$ cat src/rtl/id_arb_pkg.sv
// Shared encodings and request/result types for the id_arb string arbiter.
// The separator default is the char that returns the checker to its start state.
package id_arb_pkg;

  localparam logic [1:0] ST_IDLE   = 2'd0;
  localparam logic [1:0] ST_STREAM = 2'd1;
  localparam logic [1:0] ST_RESULT = 2'd2;

  localparam logic [7:0] SEP_DEFAULT = 8'h2F;

  typedef struct packed {
    logic       valid;
    logic [7:0] chr;
    logic       last;
  } prod_req_t;

  typedef struct packed {
    logic valid;
    logic src;
    logic match;
    logic err;
  } res_t;

endpackage

$ cat src/rtl/id_rr_pick.sv
// Two-way round-robin pick: prio names the preferred source, the other wins
// only when the preferred one has nothing to offer.
module id_rr_pick (
  input  logic valid0_i,
  input  logic valid1_i,
  input  logic prio_i,
  output logic gnt_o,
  output logic any_o
);

  assign any_o = valid0_i | valid1_i;
  assign gnt_o = prio_i ? valid1_i : ~valid0_i;

endmodule

$ cat src/rtl/id_arb.sv
// Shares one identifier checker between two string producers: one whole string
// per grant, verdict captured after the last char, checker flushed with SEP between.
module id_arb
  import id_arb_pkg::*;
#(
  parameter logic [7:0] SEP   = SEP_DEFAULT,
  parameter int         CNT_W = 16
) (
  input  logic             clk,
  input  logic             reset,
  input  logic             r0_valid,
  input  logic [7:0]       r0_char,
  input  logic             r0_last,
  output logic             r0_ready,
  input  logic             r1_valid,
  input  logic [7:0]       r1_char,
  input  logic             r1_last,
  output logic             r1_ready,
  output logic [7:0]       chk_char,
  input  logic             chk_out,
  output logic             res_valid,
  output logic             res_src,
  output logic             res_match,
  output logic             res_err,
  output logic [CNT_W-1:0] match_cnt0,
  output logic [CNT_W-1:0] match_cnt1
);

  localparam logic [CNT_W-1:0] CNT_ONE = {{(CNT_W-1){1'b0}}, 1'b1};

  logic [1:0]            state_q, state_d;
  logic                  grant_q, grant_d;
  logic                  prio_q, prio_d;
  logic                  err_q, err_d;
  res_t                  res_q, res_d;
  logic [1:0][CNT_W-1:0] cnt_q, cnt_d;

  prod_req_t req0, req1, req_g;
  logic      pick_gnt, pick_any;

  assign req0  = '{valid: r0_valid, chr: r0_char, last: r0_last};
  assign req1  = '{valid: r1_valid, chr: r1_char, last: r1_last};
  assign req_g = grant_q ? req1 : req0;

  id_rr_pick u_pick (
    .valid0_i (r0_valid),
    .valid1_i (r1_valid),
    .prio_i   (prio_q),
    .gnt_o    (pick_gnt),
    .any_o    (pick_any)
  );

  // Readys depend only on state/grant so a producer never sees a combinational loop.
  assign r0_ready = ~reset & (state_q == ST_STREAM) & ~grant_q;
  assign r1_ready = ~reset & (state_q == ST_STREAM) &  grant_q;

  always_comb begin
    state_d   = state_q;
    grant_d   = grant_q;
    prio_d    = prio_q;
    err_d     = err_q;
    res_d     = res_q;
    res_d.valid = 1'b0;
    cnt_d     = cnt_q;
    chk_char  = SEP;
    case (state_q)
      ST_IDLE: begin
        if (pick_any) begin
          grant_d = pick_gnt;
          state_d = ST_STREAM;
        end
      end
      ST_STREAM: begin
        if (req_g.valid) begin
          chk_char = req_g.chr;
          if (req_g.last) begin
            err_d   = 1'b0;
            state_d = ST_RESULT;
          end
        end else begin
          err_d   = 1'b1;
          state_d = ST_RESULT;
        end
      end
      ST_RESULT: begin
        // chk_out already covers the final char; SEP goes out this cycle.
        res_d = '{valid: 1'b1, src: grant_q, match: chk_out & ~err_q, err: err_q};
        if (res_d.match && !(&cnt_q[grant_q]))
          cnt_d[grant_q] = cnt_q[grant_q] + CNT_ONE;
        prio_d  = ~grant_q;
        state_d = ST_IDLE;
      end
      default: state_d = ST_IDLE;
    endcase
    if (reset) chk_char = SEP;
  end

  always_ff @(posedge clk) begin
    if (reset) begin
      state_q <= ST_IDLE;
      grant_q <= 1'b0;
      prio_q  <= 1'b0;
      err_q   <= 1'b0;
      res_q   <= '0;
      cnt_q   <= '0;
    end else begin
      state_q <= state_d;
      grant_q <= grant_d;
      prio_q  <= prio_d;
      err_q   <= err_d;
      res_q   <= res_d;
      cnt_q   <= cnt_d;
    end
  end

  assign res_valid  = res_q.valid;
  assign res_src    = res_q.src;
  assign res_match  = res_q.match;
  assign res_err    = res_q.err;
  assign match_cnt0 = cnt_q[0];
  assign match_cnt1 = cnt_q[1];

endmodule

$ cat config.mk
export PLATFORM = sky130hd
export DESIGN_NAME = id_arb
export DESIGN_NICKNAME = d
export VERILOG_FILES = /design/src/rtl/id_arb_pkg.sv /design/src/rtl/id_rr_pick.sv /design/src/rtl/id_arb.sv
export SDC_FILE = /design/constraint.sdc
export NUM_CORES = 1
export LEC_CHECK = 0
export ABC_AREA = 1
export BUFFER_PORTS_ARGS = -buffer_cell sky130_fd_sc_hd__clkbuf_2
export CORE_ASPECT_RATIO = 0.7
export CORE_MARGIN = 1.5
export CORE_UTILIZATION = 57
export CTS_CLUSTER_DIAMETER = 150
export DETAILED_ROUTE_END_ITERATION = 8
export PLACE_DENSITY = 0.9
export SYNTH_ARGS = -nofsm -noshare
export SYNTH_HDL_FRONTEND = slang
export SYNTH_HIERARCHICAL = 1
export SYNTH_SLANG_ARGS = --single-unit
$ cat constraint.sdc
create_clock -name clk -period 3.04 [get_ports clk]
set_input_delay 0.456 -clock clk [delete_from_list [all_inputs] [get_ports clk]]
set_output_delay 0.456 -clock clk [all_outputs]
set_load 0.02 [all_outputs]
# After elaboration in Yosys (flattened, before gate mapping)
# Cells that the tools add are included.
# word_totals
regBits	41
in_bits	23
out_inout_bits	46
wordCells	53
# op_classes
n_addsub	1
magnitude_cmp	2
n_eq_ne	5
n_mux	17
n_bitwise	9
reduce_logical	9
# ops
operator	n
16-bit two-way mux	3
32-bit bitwise mux	1
8-bit two-way mux	3
16-bit by 1-bit adder with 16-bit output (second input constant)	1
16-bit demux with 1-bit select	1
16-bit AND reduction	1
10-bit two-way mux	1
2-bit AND reduction	4
2-bit two-way mux	3
1-bit bitwise AND	4
4-bit two-way mux	1
2-bit inequality test (second input constant)	2
1-bit NOT	4
2-bit one-hot mux with 2 select lines	1
1-bit two-way mux	3
3-bit inequality test (second input constant)	1
2-bit by 1-bit == test with 1-bit output (second input constant)	1
2-bit == test (second input constant)	1
1-bit logical AND	2
2-bit logical NOT	1
1-bit by 2-bit less-than comparator with 1-bit output (second input constant)	1
1-bit greater-or-equal comparator (second input constant)	1
1-bit logical NOT	1
1-bit OR	1

# Logic depth before layout (Yosys ltp)
# Gate-level depths: netlist (run 1).
# depth
ltp_word	6
ltp_mapped	15
ltp_nobuf	13

# By module
# Netlist (run 1), hierarchy kept.
# modules_own_cells
module	n_inst	cells_each	area_each_um2	seq_area_each_um2
id_arb	1	428	2517.4	820.8
id_rr_pick	1	3	15.0	0.0

# Least setup slack after synthesis (run 1)
# No wires, ideal clock.
# synth_path
kind	reg2out
startpoint	register grant_q
endpoint	output port chk_char[4]
t_arrival_ns	1.507
t_required_ns	2.584
slack_ns	1.077
stages_incl_launch_ff	7
path_buffers	2
cell_sequence	dfxtp_1 buf_4 buf_4 mux2i_1 nor2_1 inv_1 a21oi_1
# synth_between
elab_chain_len	4
# synth_rtl
element	line_no	source
start: declaration	id_arb.sv:32	logic grant_q, grant_d;
start signal: assignment	id_arb.sv:108	grant_q <= grant_d;
10-bit two-way mux	id_arb.sv:43	assign req_g = grant_q ? req1 : req0;
8-bit two-way mux	id_arb.sv:74	if (req_g.valid) begin
8-bit two-way mux	id_arb.sv:66	case (state_q)
8-bit two-way mux	id_arb.sv:95	if (reset) chk_char = SEP;
end: declaration	id_arb.sv:19	output logic [7:0] chk_char,
# Every way passes these cells.

# Worst setup path in the final report (run 1)
# Same ends and word-level chain as after synthesis.

==> impl_results.md, run 1 <==
- Status: complete, no violations
- Slew Viols, Final: 0
- Area occupied by registers: 821 um^2
- Compound-Gate Fraction of Synth Area: 0.0509
- IO buf count: 68
- Synth async-reset ratio: 0
- Gpl congestion: 0.887
- Critical path capture point type: primary output
- Cells after Synth: 431
- Peak supply drop: 0.313 mV
- Die X-Extent: 82.7 um
- Multi-input logic area: 1380 um^2
- CTS buffer count: 5
- Inst Count DP: 539
- Most frequent cells after synthesis: nand2_1 (161), nor2_1 (84), inv_1 (51)
- Synth top area cells: dfxtp_1 (32%), nand2_1 (24%), nor2_1 (12%)
- Worst Setup Start Kind: flop
- Period utilization: 0.825
- Register area share after synthesis: 0.324
- Number of flops mapped to enable cells by yosys: 0
- Clock Skew: 0.00872 ns
- Starting density of the core: 0.588
- Post-route DRC: 0
- Post-synth top flop: dfxtp_1
- Core area: 4300 um^2
- CP Data Required Time: 2.58 ns
- Detailed-placement wirelength estimate: 4420 um
- Synth area leader: dfxtp_1
- First-pass GRT wire length: 10,300 um
- Largest net degree at the start of global routing: 49
- Fill count: 391
- Final WL: 6090 um
- Avg Cell Area, Syn: 5.88 um^2
- Top-count cell post-synth: nand2_1
- CTS max path bufs: 2
- DIE HEIGHT: 58.8 um
- Post-CTS Hold Buffers: 0
- Root Buffer: clkbuf_8
- Initial antenna violation count: 0
- Hold crit path type: input pin to flop
- YS warnings: 6
- Vias: 2,704
- Fmax: 399 MHz
- Vias in the first global route: 2,318
- # rows: 20
- WHS: 0.430 ns
- Syn nets: 455
- Clock Pin Slew Worst Setup and Hold Paths: 0.08 ns
- Synth top area share: 0.324
- Number of nets in the layout: 515
- Util after Layout: 0.689
- CTS resizes: 0
- RSZ-0062 raised after global routing: false
- Critical path class: flop to primary output
- Least-Margin Pin Slew: 0.607 ns
- DIE AREA: 4860 um^2
- Sink Count: 41
- All-layer global routing usage: 0.274
- XOR/XNOR share of the synthesized area: 0.0277
- Vias per cell: 4.94
- Layout area overhead: 17.0%
- CP arrival: 2.05 ns
- CTS tree: built
- Layout cells sized above 1: 0.195
- Synth unique cells: 28
- H-Tree Depth: 2
- Max-Cap Viols: 0
- Period minus WS final: 2.51 ns
- 1st-iter DRT viols: 203
- Post-CTS Setup Repair Bufs: 0
- Mux contribution to synthesized area: 0.00395
- TritonRoute pass-1 iters: 5
- Io pins: 69
- ANT cells: 0
- Mapped cell area: 2530 um^2
- DR WL/cell: 11.1 um
- FF+latch count, synth: 41
- Final ANT Viol Nets: 0
- Final number of setup-violating endpoints: 0
- Post-synthesis simple-gate area fraction: 0.458
- Largest family of logic cells by synthesized area: simple AND/OR/NAND/NOR gates
- CP Max Fanout: 48
- GR Overflow Total: 0
- Final Hold Fails: 0
- Synth Area in Adders: 0.00494
- Pwr/cell area: 441 nW/um^2
- Total Negative Setup Slacks: 0 ns
- Final std cells w/o fill: 547
- Leakage: 1.62 nW
- Slew Limit Headroom: 0.595
- Clock Latency Late Sink: 0.30 ns
## metrics by stage
stage	power [mW]	setup slack, ns	area [um^2]
finish	1.31	0.533	2960
global placement	0.785	0.764	2830
CTS	1.31	0.546	2960
global route	1.36	0.327	2960
detailed placement	0.791	0.650	2830
floorplan	0.746	1.08	2530
## state kept, by name, indices dropped and copies added (netlist names)
signal / flops
match_cnt1: 16
grant_q: 1
res_match: 1
match_cnt0: 16
res_valid: 1
state_q: 2
err_q: 1
res_err: 1
prio_q: 1
res_src: 1
## per-layer routing
metal	vias to the layer above	global-route usage	routed length [um]
met4	0	0.0810	61
met1	1218	0.381	2940
li1	1411	-	-
met3	8	0.0543	295
met5	-	0	0
met2	67	0.432	2790
## layout make-up
type	count	area share
tap	55	0.0232
clock inverter	3	0.0220
multi-input combinational	319	0.466
sequential	41	0.277
inverter	54	0.0684
clock buffer	5	0.0232
timing repair buffer	70	0.120
## critical path: stages, from the launching register on
cell and delay, ns:
dfxtp_1 0.35, buf_4 0.41, mux2i_1 0.19, nor2_1 0.33
inv_1 0.13, a21oi_1 0.15, clkbuf_2 0.19
## path summary, 6_finish.rpt
check	startpoint	end	slack, ns	cells after the start
hold / removal	reset	err_q	0.43	2
setup / recovery	grant_q	chk_char[4]	0.53	6
setup reg to reg	grant_q	match_cnt1[3]	0.56	13
hold reg to reg	res_src	res_src	0.47	2
## layout by cell type, fill, tap and decap left out, types with 4 or more instances in the layout
master | netlist | routed
nand4_1 | 4 | 4
nand2_2 | 6 | 6
a21oi_1 | 10 | 10
nand3_1 | 17 | 17
inv_1 | 51 | 51
o21ai_0 | 11 | 11
clkbuf_2 | 0 | 68
nand2_1 | 161 | 161
nor2_1 | 84 | 84
xor2_1 | 7 | 7
dfxtp_1 | 41 | 41
clkbuf_8 | 0 | 5
## power breakdown
group	switching, mW	internal, mW
Clock	0.198	0.326
Combinational	0.149	0.0650
Sequential	0.0127	0.555
## logic make-up (layout without fill, tap and decap cells)
| family | count (synthesis) | in the layout |
|---|---|---|
| xor gates and xnor gates | 8 | 8 |
| AOI/OAI and AO/OA | 25 | 25 |
| muxes | 1 | 1 |
| buffers and inverters | 71 | 132 |
| and+or+nand+nor | 284 | 284 |
| DFF | 41 | 41 |
| adders and majority gates | 1 | 1 |
Note: power is estimated with default switching activity, not from simulation.
==> inputs of run 2 (changes only) <==
- CORE_UTILIZATION: 57 -> 48
- PLACE_DENSITY: 0.9 -> 0.81
- clock period: 3.04 -> 2.15 ns (I/O delays scaled with it)
==> impl_results.md, run 2 (synthesized netlist as in run 1, its figures left out) <==
- Status: complete, no violations (unchanged)
- Final number of setup-violating endpoints: 0 (unchanged)
- Final Hold Fails: 0 (unchanged)
- Peak supply drop: 0.260 mV (was 0.313 mV)
- Clock Pin Slew Worst Setup and Hold Paths: 0.08 ns (about the same)
- Clock Skew: 0.00523 ns (was 0.00872 ns)
- Period minus WS final: 2.04 ns
- Detailed-placement wirelength estimate: 4840 um (was 4420 um)
- CTS max path bufs: 2 (unchanged)
- Util after Layout: 0.614 (was 0.689)
- 1st-iter DRT viols: 168 (was 203)
- Max-Cap Viols: 0 (unchanged)
- CP arrival: 1.72 ns (was 2.05 ns)
- Critical path capture point type: primary output (unchanged)
- CTS buffer count: 5 (unchanged)
- DIE HEIGHT: 63.8 um (was 58.8 um)
- Worst Hold Depth: 2 (unchanged)
- Starting density of the core: 0.515 (was 0.588)
- R2R setup slack: 0.19 ns (was 0.56 ns)
- Post-CTS Hold Buffers: 0 (unchanged)
- Pwr/cell area: 538 nW/um^2 (was 441 nW/um^2)
- Core area: 4910 um^2 (was 4300 um^2)
- Layout cells sized above 1: 0.214 (was 0.195)
- Slew Limit Headroom: 0.645 (was 0.595)
- Post-CTS Setup Repair Bufs: 0 (unchanged)
- Fmax: 490 MHz
- RSZ-0062 raised after global routing: true (was false)
- H-Tree Depth: 2 (unchanged)
- CTS tree: built (unchanged)
- Setup crit start: grant_q (unchanged)
- First-pass GRT wire length: 10,800 um (was 10,300 um)
- DIE AREA: 5730 um^2 (was 4860 um^2)
- Hold crit path type: input pin to flop (unchanged)
- Number of nets in the layout: 524 (was 515)
- DP Worst Slack: 0.0553 ns (was 0.650 ns)
- Slew Viols, Final: 0 (unchanged)
- ANT cells: 0 (unchanged)
- Worst R2R Start: grant_q (unchanged)
- Final setup margin: 0.109 ns (was 0.533 ns)
- Layout area overhead: 19.1% (was 17.0%)
- Vias in the first global route: 2,427 (was 2,318)
- Least-Margin Pin Slew: 0.526 ns (was 0.607 ns)
- IO buf count: 68 (unchanged)
- Io pins: 69 (unchanged)
- Die X-Extent: 89.8 um (was 82.7 um)
- Total Negative Setup Slacks: 0 ns (unchanged)
- Period utilization: 0.949
- Sink Count: 41 (unchanged)
- FF-to-FF path depth: 14 (was 13)
- Leading cell type in the layout, fill and taps excluded: nand2_1 (unchanged)
- Vias: 2,718 (was 2,704)
- Largest net degree at the start of global routing: 33 (was 49)
- Worst Setup Start Kind: flop (unchanged)
- DR WL/cell: 11.0 um (was 11.1 um)
- Final WL: 6260 um (was 6090 um)
- Critical path class: flop to primary output (unchanged)
- Critical R2R Capture: match_cnt0[6] (was match_cnt1[3])
- Final ANT Viol Nets: 0 (unchanged)
- All-layer global routing usage: 0.231 (was 0.274)
- Vias per cell: 4.77 (was 4.94)
- Gpl congestion: 0.928 (was 0.887)
- Initial antenna violation count: 0 (unchanged)
- Leakage: 1.64 nW (was 1.62 nW)
- TritonRoute pass-1 iters: 4 (was 5)
- CP Max Fanout: 11 (was 48)
- Post-route DRC: 0 (unchanged)
- Critical Path End: chk_char[5] (was chk_char[4])
- WHS: 0.323 ns (was 0.430 ns)
- GR Overflow Total: 0 (unchanged)
- CTS resizes: 0 (unchanged)
- Most frequent cells in the layout: nand2_1 (161), nor2_1 (83), clkbuf_2 (68), inv_1 (51), dfxtp_1 (40) (was nand2_1 (161), nor2_1 (84), clkbuf_2 (68), inv_1 (51), dfxtp_1 (41))
- Fill count: 494 (was 391)
- CP Data Required Time: 1.83 ns (was 2.58 ns)
- Clock Latency Late Sink: 0.30 ns (about the same)
- # rows: 21 (was 20)
- Root Buffer: clkbuf_8 (unchanged)
## run 2: worst min-delay path by stage
stage,startpoint,endpoint,slack (ns)
finish,reset,res_src,0.32
global route,reset,err_q,0.33
CTS,reset,res_src,0.32
detailed placement,res_src,res_src,0.47
global placement,res_src,res_src,0.46
floorplan,err_q,err_q,0.45
## run 2: layout make-up
| cell class | count | area, um^2 | area share |
|---|---|---|---|
| multi-input cells | 319 | 1390 | 0.461 |
| flip-flops and latches | 41 | 822 | 0.273 |
| repair buffers | 79 | 430 | 0.143 |
| inverters | 54 | 205 | 0.0680 |
| well taps | 69 | 86.3 | 0.0286 |
| clock buffers | 6 | 72.6 | 0.0241 |
| clock inverters | 2 | 10.0 | 0.00332 |
## run 2: power by group
group | leakage [nW] | switching, mW | total, mW | internal [mW]
Sequential | 0.332 | 0.0234 | 0.809 | 0.786
Clock | 0.0450 | 0.266 | 0.491 | 0.225
Combinational | 1.27 | 0.213 | 0.323 | 0.110
Total | 1.64 | 0.502 | 1.62 | 1.12
## run 2: metal layers
metal	share of wire	global-route usage
met1	0.50	0.315
met2	0.43	0.364
met3	0.056	0.0512
met4	0.014	0.0754
met5	0	0
## run 2: critical path, cell delays in order (launching register included)
cell	delay [ns]
dfxtp_2	0.43
buf_4	0.21
mux2i_2	0.29
nor2_1	0.09
buf_4	0.16
nand3_1	0.07
clkbuf_2	0.17
## run 2: through the flow
step           instance area [um^2]  std cells  total power [mW]
2_1_floorplan                  2530        431              1.05
3_3_place_gp                   2920        562              1.13
3_5_place_dp                   2920        562              1.14
4_1_cts                        3000        570              1.63
5_1_grt                        3020        570              1.72
6_report                       3020        570              1.62
==> inputs of run 3 (changes only) <==
- CORE_MARGIN: 1.5 -> 3
==> impl_results.md, run 3 (synthesized netlist as in run 1, its figures left out) <==
- Status: complete, no violations (unchanged)
- Leading cell type in the layout, fill and taps excluded: nand2_1 (unchanged)
- Critical path's most frequent cell: inv_1 (was buf_4)
- Met3 Routed Length: 499 um (was 352 um)
- Detailed-placement wirelength estimate: 5010 um (was 4840 um)
- IO buf count: 68 (unchanged)
- Clock Pin Slew Worst Setup and Hold Paths: 0.08 ns (about the same)
- Slowest CP cell: dfxtp_1 (was dfxtp_2)
- Final instance area: 3070 um^2 (was 3020 um^2)
- Critical path class: flop to primary output (unchanged)
- Clock Skew: 0.00972 ns (was 0.00523 ns)
- CP Data Required Time: 1.83 ns (about the same)
- Clock Latency Late Sink: 0.30 ns (about the same)
- Final number of setup-violating endpoints: 0 (unchanged)
- Period utilization: 0.925 (was 0.949)
- All-layer global routing usage: 0.221 (was 0.231)
- Least-Margin Pin Slew: 0.494 ns (was 0.526 ns)
- Max-Cap Viols: 0 (unchanged)
- Fmax: 503 MHz (was 490 MHz)
- Number of nets in the layout: 522 (was 524)
- Slew Limit Headroom: 0.667 (was 0.645)
- Final Hold Fails: 0 (unchanged)
- Hold crit path type: input pin to flop (unchanged)
- Routed met2 length: 2790 um (was 2720 um)
- WHS: 0.307 ns (was 0.323 ns)
- Dpl cell area: 2930 um^2 (was 2920 um^2)
- Met1 Wirelength: 3120 um (was 3100 um)
- Period minus WS final: 1.99 ns (was 2.04 ns)
- Total Negative Setup Slacks: 0 ns (unchanged)
- Core area: 4940 um^2 (was 4910 um^2)
- CTS tree: built (unchanged)
- First-pass GRT wire length: 11,000 um (was 10,800 um)
- Post-route DRC: 0 (unchanged)
- Vias in the first global route: 2,474 (was 2,427)
- Critical path's largest stage delay: 0.34 ns (was 0.43 ns)
- DIE AREA: 6200 um^2 (was 5730 um^2)
- RSZ-0062 raised after global routing: false (was true)
- Layout area overhead: 21.1% (was 19.1%)
- DIE HEIGHT: 66.8 um (was 63.8 um)
- CP arrival: 1.67 ns (was 1.72 ns)
- Largest net degree at the start of global routing: 42 (was 33)
- Worst path cell trace: inv_1 -> nor2_2 -> inv_1 -> nor2_1 -> inv_1 -> nor2_4 -> inv_1 -> a21oi_1 -> clkbuf_2 (was buf_4 -> mux2i_2 -> nor2_1 -> buf_4 -> nand3_1 -> clkbuf_2)
- # rows: 21 (unchanged)
- TritonRoute pass-1 iters: 5 (was 4)
- Final ANT Viol Nets: 0 (unchanged)
- CTS buffer count: 5 (unchanged)
- Worst Setup Start Kind: flop (unchanged)
- Vias per cell: 4.79 (was 4.77)
- Post-CTS Hold Buffers: 0 (unchanged)
- 1st-iter DRT viols: 155 (was 168)
- H-Tree Depth: 2 (unchanged)
- Io pins: 69 (unchanged)
- Peak supply drop: 0.314 mV (was 0.260 mV)
- Gpl congestion: 0.902 (was 0.928)
- Leakage: 1.65 nW (was 1.64 nW)
- Inst Count DP: 560 (was 562)
- DR WL/cell: 11.4 um (was 11.0 um)
- Crit path max-delay family: buffers and inverters (unchanged)
- Worst Path Buf+Inv: 5 (was 3)
- Top sig layer: met4 (unchanged)
- Initial antenna violation count: 0 (unchanged)
- Vias: 2,718 (unchanged)
- Slew Viols, Final: 0 (unchanged)
- Post-CTS Setup Repair Bufs: 0 (unchanged)
- Critical path capture point type: primary output (unchanged)
- Sink Count: 41 (unchanged)
- Layout cells sized above 1: 0.214 (about the same)
- Most frequent cells in the layout: nand2_1 (161), nor2_1 (81), clkbuf_2 (68), inv_1 (51), dfxtp_1 (40) (was nand2_1 (161), nor2_1 (83), clkbuf_2 (68), inv_1 (51), dfxtp_1 (40))
- Die X-Extent: 92.8 um (was 89.8 um)
- Final WL: 6450 um (was 6260 um)
- Root Buffer: clkbuf_8 (unchanged)
- ANT cells: 0 (unchanged)
- Pwr/cell area: 583 nW/um^2 (was 538 nW/um^2)
- Final std cells w/o fill: 568 (was 570)
- CTS max path bufs: 2 (unchanged)
- Starting density of the core: 0.513 (was 0.515)
- GR Overflow Total: 0 (unchanged)
- CP Max Fanout: 6 (was 11)
==> run 3: changes by cell type in the layout (fill, tap and decap cells not counted), sizes merged <==
cell / delta
clkinv: -2
clkbuf: +1
bufinv: +1
buf: -2
==> run 3: final timing paths <==
| kind | startpoint | endpoint | slack [ns] | depth (start not counted) |
|---|---|---|---|---|
| min reg2reg | res_match | res_match | 0.47 | 2 |
| min | reset | res_src | 0.31 | 2 |
| max reg2reg | grant_q | match_cnt0[7] | 0.22 | 14 |
| max | state_q[0] | chk_char[6] | 0.16 | 9 |
==> run 3: per-stage QoR <==
step | power [mW] | setup WS [ns] | utilization
after floorplan | 1.05 | 0.257 | -
after global placement | 1.14 | 0.255 | 0.592
after detailed placement | 1.14 | 0.183 | 0.592
after CTS | 1.79 | 0.0225 | 0.616
after global routing | 1.87 | 0.0169 | 0.621
final | 1.79 | 0.162 | 0.621
==> run 3: cell type report <==
type	instances	area (um^2)
tap	69	86.3
inverter	54	203
clock inverter	1	30.0
clock buffer	7	86.3
fill	486	1870
sequential	41	822
timing repair buffer	77	433
multi-input combinational	319	1410
==> run 3: per-layer routing <==
| metal | GRT usage | vias up |
|---|---|---|
| met2 | 0.358 | 85 |
| met5 | 0 | - |
| li1 | - | 1426 |
| met4 | 0.0420 | 0 |
| met1 | 0.307 | 1201 |
| met3 | 0.0429 | 6 |
==> run 3: where the power goes <==
group          leakage, nW  switching [mW]  total, mW  internal, mW
clock               0.0585           0.270      0.649         0.379
combinational         1.26           0.220      0.334         0.113
sequential           0.332          0.0210      0.807         0.786
total                 1.65           0.511       1.79          1.28
==> run 3: repair_timing <==
| item | CTS | global route |
|---|---|---|
| pin swaps | 0 | 1 |
| setup endpoints to repair | 3 | 20 |
| resized for setup | 1 | 6 |
